<file path="src/rtl/aux_retry_ctrl.sv">
// AUX request launcher with timeout/defer retry; tx_start one cycle after accept, retry relaunch RETRY_GAP+1 cycles after failure.
// Backpressure: req_ready only in IDLE, so upstream holds req_vld until the previous request has completed.
module aux_retry_ctrl #(
  parameter int MAX_TO_RETRY = 3,
  parameter int MAX_DEFER    = 7,
  parameter int RETRY_GAP    = 8
) (
  input  logic       clk,
  input  logic       rst_n,
  input  logic       req_vld,
  output logic       req_ready,
  output logic       tx_start,
  input  logic       timer_timeout,
  input  logic       rx_reply_vld,
  input  logic [1:0] rx_reply_cmd,
  output logic       done_vld,
  output logic [1:0] done_status,
  output logic [3:0] attempt_cnt,
  output logic       busy
);

  localparam logic [2:0] MaxToC   = 3'(MAX_TO_RETRY);
  localparam logic [2:0] MaxDfC   = 3'(MAX_DEFER);
  localparam logic [7:0] GapLoadC = 8'(RETRY_GAP - 1);

  localparam logic [1:0] StAck   = 2'b00;
  localparam logic [1:0] StNack  = 2'b01;
  localparam logic [1:0] StDfExh = 2'b10;
  localparam logic [1:0] StToExh = 2'b11;

  typedef enum logic [2:0] {
    S_IDLE,
    S_LAUNCH,
    S_WAIT,
    S_GAP,
    S_DONE
  } state_e;

  state_e     state_q, state_d;
  logic [2:0] to_cnt_q, to_cnt_d;
  logic [2:0] df_cnt_q, df_cnt_d;
  logic [3:0] attempt_q, attempt_d;
  logic [7:0] gap_q, gap_d;
  logic [1:0] status_q, status_d;

  always_ff @(posedge clk or negedge rst_n) begin
    if (!rst_n) begin
      state_q   <= S_IDLE;
      to_cnt_q  <= '0;
      df_cnt_q  <= '0;
      attempt_q <= '0;
      gap_q     <= '0;
      status_q  <= '0;
    end else begin
      state_q   <= state_d;
      to_cnt_q  <= to_cnt_d;
      df_cnt_q  <= df_cnt_d;
      attempt_q <= attempt_d;
      gap_q     <= gap_d;
      status_q  <= status_d;
    end
  end

  always_comb begin
    state_d   = state_q;
    to_cnt_d  = to_cnt_q;
    df_cnt_d  = df_cnt_q;
    attempt_d = attempt_q;
    gap_d     = gap_q;
    status_d  = status_q;
    case (state_q)
      S_IDLE: begin
        if (req_vld) begin
          to_cnt_d  = '0;
          df_cnt_d  = '0;
          attempt_d = '0;
          state_d   = S_LAUNCH;
        end
      end
      S_LAUNCH: begin
        attempt_d = attempt_q + 4'd1;
        state_d   = S_WAIT;
      end
      S_WAIT: begin
        // A reply in the same cycle as a timeout takes priority; the timeout is dropped.
        if (rx_reply_vld) begin
          case (rx_reply_cmd)
            2'b00: begin
              status_d = StAck;
              state_d  = S_DONE;
            end
            2'b10: begin
              if (df_cnt_q < MaxDfC) begin
                df_cnt_d = df_cnt_q + 3'd1;
                gap_d    = GapLoadC;
                state_d  = S_GAP;
              end else begin
                status_d = StDfExh;
                state_d  = S_DONE;
              end
            end
            default: begin
              status_d = StNack;
              state_d  = S_DONE;
            end
          endcase
        end else if (timer_timeout) begin
          if (to_cnt_q < MaxToC) begin
            to_cnt_d = to_cnt_q + 3'd1;
            gap_d    = GapLoadC;
            state_d  = S_GAP;
          end else begin
            status_d = StToExh;
            state_d  = S_DONE;
          end
        end
      end
      S_GAP: begin
        if (gap_q == 8'd0) begin
          state_d = S_LAUNCH;
        end else begin
          gap_d = gap_q - 8'd1;
        end
      end
      S_DONE:  state_d = S_IDLE;
      default: state_d = S_IDLE;
    endcase
  end

  assign req_ready   = (state_q == S_IDLE);
  assign busy        = (state_q != S_IDLE);
  assign tx_start    = (state_q == S_LAUNCH);
  assign done_vld    = (state_q == S_DONE);
  assign done_status = status_q;
  assign attempt_cnt = attempt_q;

endmodule

</file>
<file path="config.mk">
export PLATFORM = sky130hd
export DESIGN_NAME = aux_retry_ctrl
export DESIGN_NICKNAME = d
export VERILOG_FILES = /design/src/rtl/aux_retry_ctrl.sv
export SDC_FILE = /design/constraint.sdc
export NUM_CORES = 1
export LEC_CHECK = 0
export ABC_AREA = 1
export CAP_MARGIN = 20
export CORE_MARGIN = 2
export CORE_UTILIZATION = 56
export CTS_BUF_LIST = sky130_fd_sc_hd__clkbuf_4
export DETAILED_ROUTE_END_ITERATION = 10
export GPL_ROUTABILITY_DRIVEN = 0
export PLACE_DENSITY_LB_ADDON = 0.3
export SLEW_MARGIN = 20
export SYNTH_ARGS = -nofsm -noshare
export SYNTH_HDL_FRONTEND = slang
export SYNTH_SLANG_ARGS = --single-unit
</file>
<file path="constraint.sdc">
create_clock -name clk -period 1.8 [get_ports clk]
set_clock_uncertainty 0.2 [all_clocks]
set_input_delay 0.18 -clock clk [delete_from_list [all_inputs] [get_ports clk]]
set_output_delay 0.18 -clock clk [all_outputs]
set_load 0.05 [all_outputs]
</file>
======== After elaboration in Yosys (flattened, before gate mapping) ========
Cells that the tools add are included.
operators by class
  mux-type cells .......................... 31
  order comparisons ....................... 2
  reduce and logical (&&, ||, !) cells .... 14
  equality and inequality tests ........... 20
  add/sub/neg operators ................... 4
operator list
  operator             number
  $mux 8               6
  $mux 3               14
  $ne 2x2->1 const B   9
  $pmux 8 s2           1
  $ne 3x3->1 const B   4
  $pmux 3 s2           2
  $pmux 3 s4           1
  $reduce_and 5->1     2
  $logic_not 8->1      1
  $mux 2               4
  $pmux 4 s2           1
  $reduce_bool 2->1    4
  $sub 8x1->8 const B  1
  $add 3x1->3 const B  2
  $eq 3x2->1 const B   2
  $reduce_and 6->1     1
  $add 4x1->4 const B  1
  $mux 4               1
  $pmux 2 s2           1
  $reduce_and 4->1     1
  $eq 3x1->1 const B   1
  $eq 3x3->1 const B   1
  $logic_not 3->1      1
  $lt 3x2->1 const B   1
  8 further kinds      8
storage, ports and cells
  register bits after elaboration ......... 23
  bits of input ports ..................... 7
  word-level logic and storage cells ...... 77
  output and inout bits ................... 10

======== Depth between registers and ports, before layout ========
  depth in word-level cells ............... 5
  gate-level depth with buffers ........... 9
  mapped depth without buffers ............ 9

======== Least setup slack after synthesis ========
No wires, ideal clock.
  path kind ............................... reg2reg
  from .................................... register state_q[1]
  to ...................................... register state_q[0]
  clock period less this slack ............ 2.334 ns
  data arrival time ....................... 2.011 ns
  library setup time ...................... 0.124 ns
  cell stages (with the launch flop) ...... 7
  data required time ...................... 1.476 ns
  path buffers ............................ 0
  path slack .............................. -0.534 ns
  path through ............................ dfrtp_1 nor3_2 inv_1 nor2_1 nor2_1 nand2_1 nand2_1
between the ends
  longest elaborated chain between the ends .. 3
  elaborated cells between the ends (all ways) .. 9
  those cells by class .................... eq/ne: 6; mux: 1; reduce/logical: 2
RTL lines
  what                               RTL line  text
  start, declared                    39        state_e state_q, state_d;
  start signal, assigned             55        state_q <= state_d;
  $logic_not 3->1 *                  n/a
  net req_ready                      11        output logic req_ready,
  $ne 2x2->1 (no source line)        n/a
  $reduce_and 3->1 (no source line)  n/a
The timed path passes the listed nets; every way through them passes the cells marked *.
A chain may end at the register's enable or synchronous reset.

======== Worst setup path after layout ========
  from .................................... register state_q[2]
  to ...................................... output done_vld
between the ends
  longest elaborated chain between the ends .. 1
RTL lines
  what           RTL line  text
  $eq 3x3->1     133       assign done_vld = (state_q == S_DONE);
  end, declared  16        output logic done_vld,
Every way passes these cells.

==> flow_summary_export.csv <==
group,metric,value,unit
global_route,grt_pass1_wl,4580,um
place,dp_cells,207,
floorplan,die_w,51.4,um
timing,period_needed,1.83,ns
power_and_ir_drop,cellInternalPower,0.00154,W
critical_path,cp_max_fo,5,
power_and_ir_drop,total_power,0.00302,W
synth,postSynthRegisterBits,23,
detailed_routing,wl_per_cell,14.1,um
critical_path,crit_path_end,"done_vld",
power_and_ir_drop,p_switching,0.00149,W
floorplan,die_h,51.4,um
clocking,cts_tree,"done",
timing,hold_viol,0,
synth,syn_avg_cell_area,8.05,sq um
finish,fillers,161,
timing,setup_viol,1,
clocking,clockRootBuffer,"clkbuf_4",
synth,ys_warn_count,0,
synth,syn-num-nets,167,
finish,final_common_cell,"nand2_1",
clocking,cts_buffers,3,
finish,layout-drive-gt1-share,0.242,
floorplan,initial_utilization,0.579,
power_and_ir_drop,vdd.ir_drop.worst,1.39,mV
place,port_buffers,16,
status,violations,"negative setup slack",
detailed_routing,drt_iter0_markers,53,
detailed_routing,ant_nets,0,
timing,period_share,1.01,
critical_path,worst_setup_path_start_kind,"flip-flop",
finish,area_growth,30.8,%
critical_path,worstPathRequired,1.42,ns
detailed_routing,firstDrtPassIters,4,
status,status,"complete, but fails checks",
clocking,clk_pin_slew_worst_paths,0.12,ns
synth,syn_area,1260,sq um
critical_path,r2r_start,"gap_q[1]",
critical_path,reg2regPathDepth,8,
min_path,hp-class,"input port to asynchronous set/reset pin",
global_route,grt_max_degree,24,
flow_run,cap_violations,0,
floorplan,io-pin-count,17,
critical_path,setup.worst_path.start,"state_q[2]",
synth,ys_types,20,
timing,slew_headroom,0.698,
finish,diodes,0,
critical_path,end_kind,"output port",
finish,fin_cells,218,
finish,post-route-util,0.757,
critical_path,crit_type,"flip-flop to output port",
detailed_routing,viasPerCell,5.29,
power_and_ir_drop,pwr-share-seq,0.305,
floorplan,coreArea,2170,sq um
timing,fmax,0.548,GHz
critical_path,arrival,1.45,ns
floorplan,dieArea,2640,sq um
power_and_ir_drop,clockPowerShare,0.083,
floorplan,num_rows,17,
global_route,gr-total-overflow,0,
clocking,htree_num_levels,1,
critical_path,r2r_slack,0.02,ns
timing,slew_viol_final,0,
power_and_ir_drop,power_frac_comb,0.611,
synth,ys_seq_area_frac,0.458,
timing,worst_slack,-0.0250,ns
power_and_ir_drop,leakagePower,0.832,nW
power_and_ir_drop,sw_frac_of_total,0.491,
detailed_routing,vias,1154,
clocking,cts_hold_buf,0,
place,hpwl,2040,um
detailed_routing,drc_errors,0,
global_route,antenna_found_initial,0,
timing,worstMarginPinSlew,0.450,ns
synth,synthCells,156,
critical_path,r2r-end,"gap_q[7]",
global_route,grt_use_total,0.231,
detailed_routing,wl,3080,um
global_route,grt_pass1_vias,1051,
clocking,clk_latency,0.31,ns
finish,final_cell_mix,"nand2_1, dfrtp_1, buf_4",
power_and_ir_drop,powerDensity,1840,nW/um^2
finish,finalNetCount,202,
place,dp_slack,-0.0178,ns
clocking,clock_path_buffers,2,
clocking,cts_sinks,23,
[through the flow]
stage,cell area [sq um],hold slack [ns],setup TNS (ns)
4_1_cts,1560,0.0198,-0.0190
5_1_grt,1640,0.0327,-0.443
2_1_floorplan,1260,-0.316,-1.36
3_3_place_gp,1520,0.263,0
6_report,1640,0.00692,-0.0250
3_5_place_dp,1520,0.271,-0.0521
[worst min-delay path by stage]
stage                           endpoint
after floorplan           attempt_cnt[0]
after global placement          gap_q[0]
after detailed placement        gap_q[1]
after CTS                    df_cnt_q[2]
after global routing         df_cnt_q[2]
final                        df_cnt_q[2]
[per-layer routing]
| metal | GRT usage | up-vias | wire [um] |
|---|---|---|---|
| met4 | 0.0614 | 0 | 42 |
| met5 | 0 | - | 0 |
| li1 | - | 573 | - |
| met1 | 0.304 | 540 | 1370 |
| met2 | 0.389 | 35 | 1530 |
| met3 | 0.0468 | 6 | 128 |
[final cells by class]
cell class,count,area [sq um],area share
Timing Repair Buffer,30,282,0.171
Tap cell,28,35.0,0.0213
Clock buffer,4,30.0,0.0183
Sequential cell,23,579,0.353
Multi-Input combinational cell,116,653,0.398
Inverter,17,63.8,0.0388
[timing repair]
| action | 4_1_cts | 5_1_grt |
|---|---|---|
| setup endpoints to repair | 1 | 19 |
| resized for setup | 1 | 10 |
| endpoints found under the hold margin | 0 | 0 |
| pin swaps | 0 | 4 |
| buffers inserted | 0 | 7 |
[sequential cells by signal, indices dropped and copies added, names as in the netlist]
name / cells
gap_q: 8
attempt_cnt: 4
df_cnt_q: 3
state_q: 3
to_cnt_q: 3
done_status: 2
[synth_stat cells]
cell      instances  area share
a21oi_1           2      0.0080
dfrtp_1          23        0.46
ha_1              4       0.040
inv_1            13       0.039
inv_2             4       0.012
mux2i_1           1      0.0080
nand2_1          48        0.14
nand2_2           1      0.0050
nand3_1          18       0.072
nand4_1           3       0.015
nor2_1           12       0.036
nor3_1            1      0.0040
nor3_2            3       0.024
nor3_4            1       0.013
o21ai_1           9       0.036
o21ai_2           2       0.014
o21bai_1          1      0.0060
or2_1             1      0.0050
xnor2_1           6       0.042
xor2_1            3       0.021
[power by group through the flow]
stage	logic (W)	registers, W	clock network, W
after floorplan	0.000937	0.00107	0
after global placement	0.00158	0.000896	0
after detailed placement	0.00164	0.000909	0
after CTS	0.00165	0.000908	0.000255
after global routing	0.00201	0.000950	0.000279
final	0.00185	0.000924	0.000252
[cells by family (layout without fill, tap and decap cells)]
| group | Yosys count | after routing | synth area share |
|---|---|---|---|
| adder cells (fa/ha/maj) | 4 | 4 | 0.0398 |
| XOR/XNOR | 9 | 9 | 0.0628 |
| buffers and inverters | 17 | 51 | 0.0508 |
| AO/OA/AOI/OAI | 14 | 14 | 0.0637 |
| flip-flops | 23 | 23 | 0.458 |
| AND/OR/NAND/NOR | 88 | 88 | 0.317 |
| multiplexers | 1 | 1 | 0.00797 |
[worst max-delay path, cell delays in order, from the launching register on]
cell and delay, ns:
dfrtp_2 0.49, inv_1 0.09, nor3_1 0.36, buf_12 0.20
Note: power is estimated with default switching activity, not from simulation.
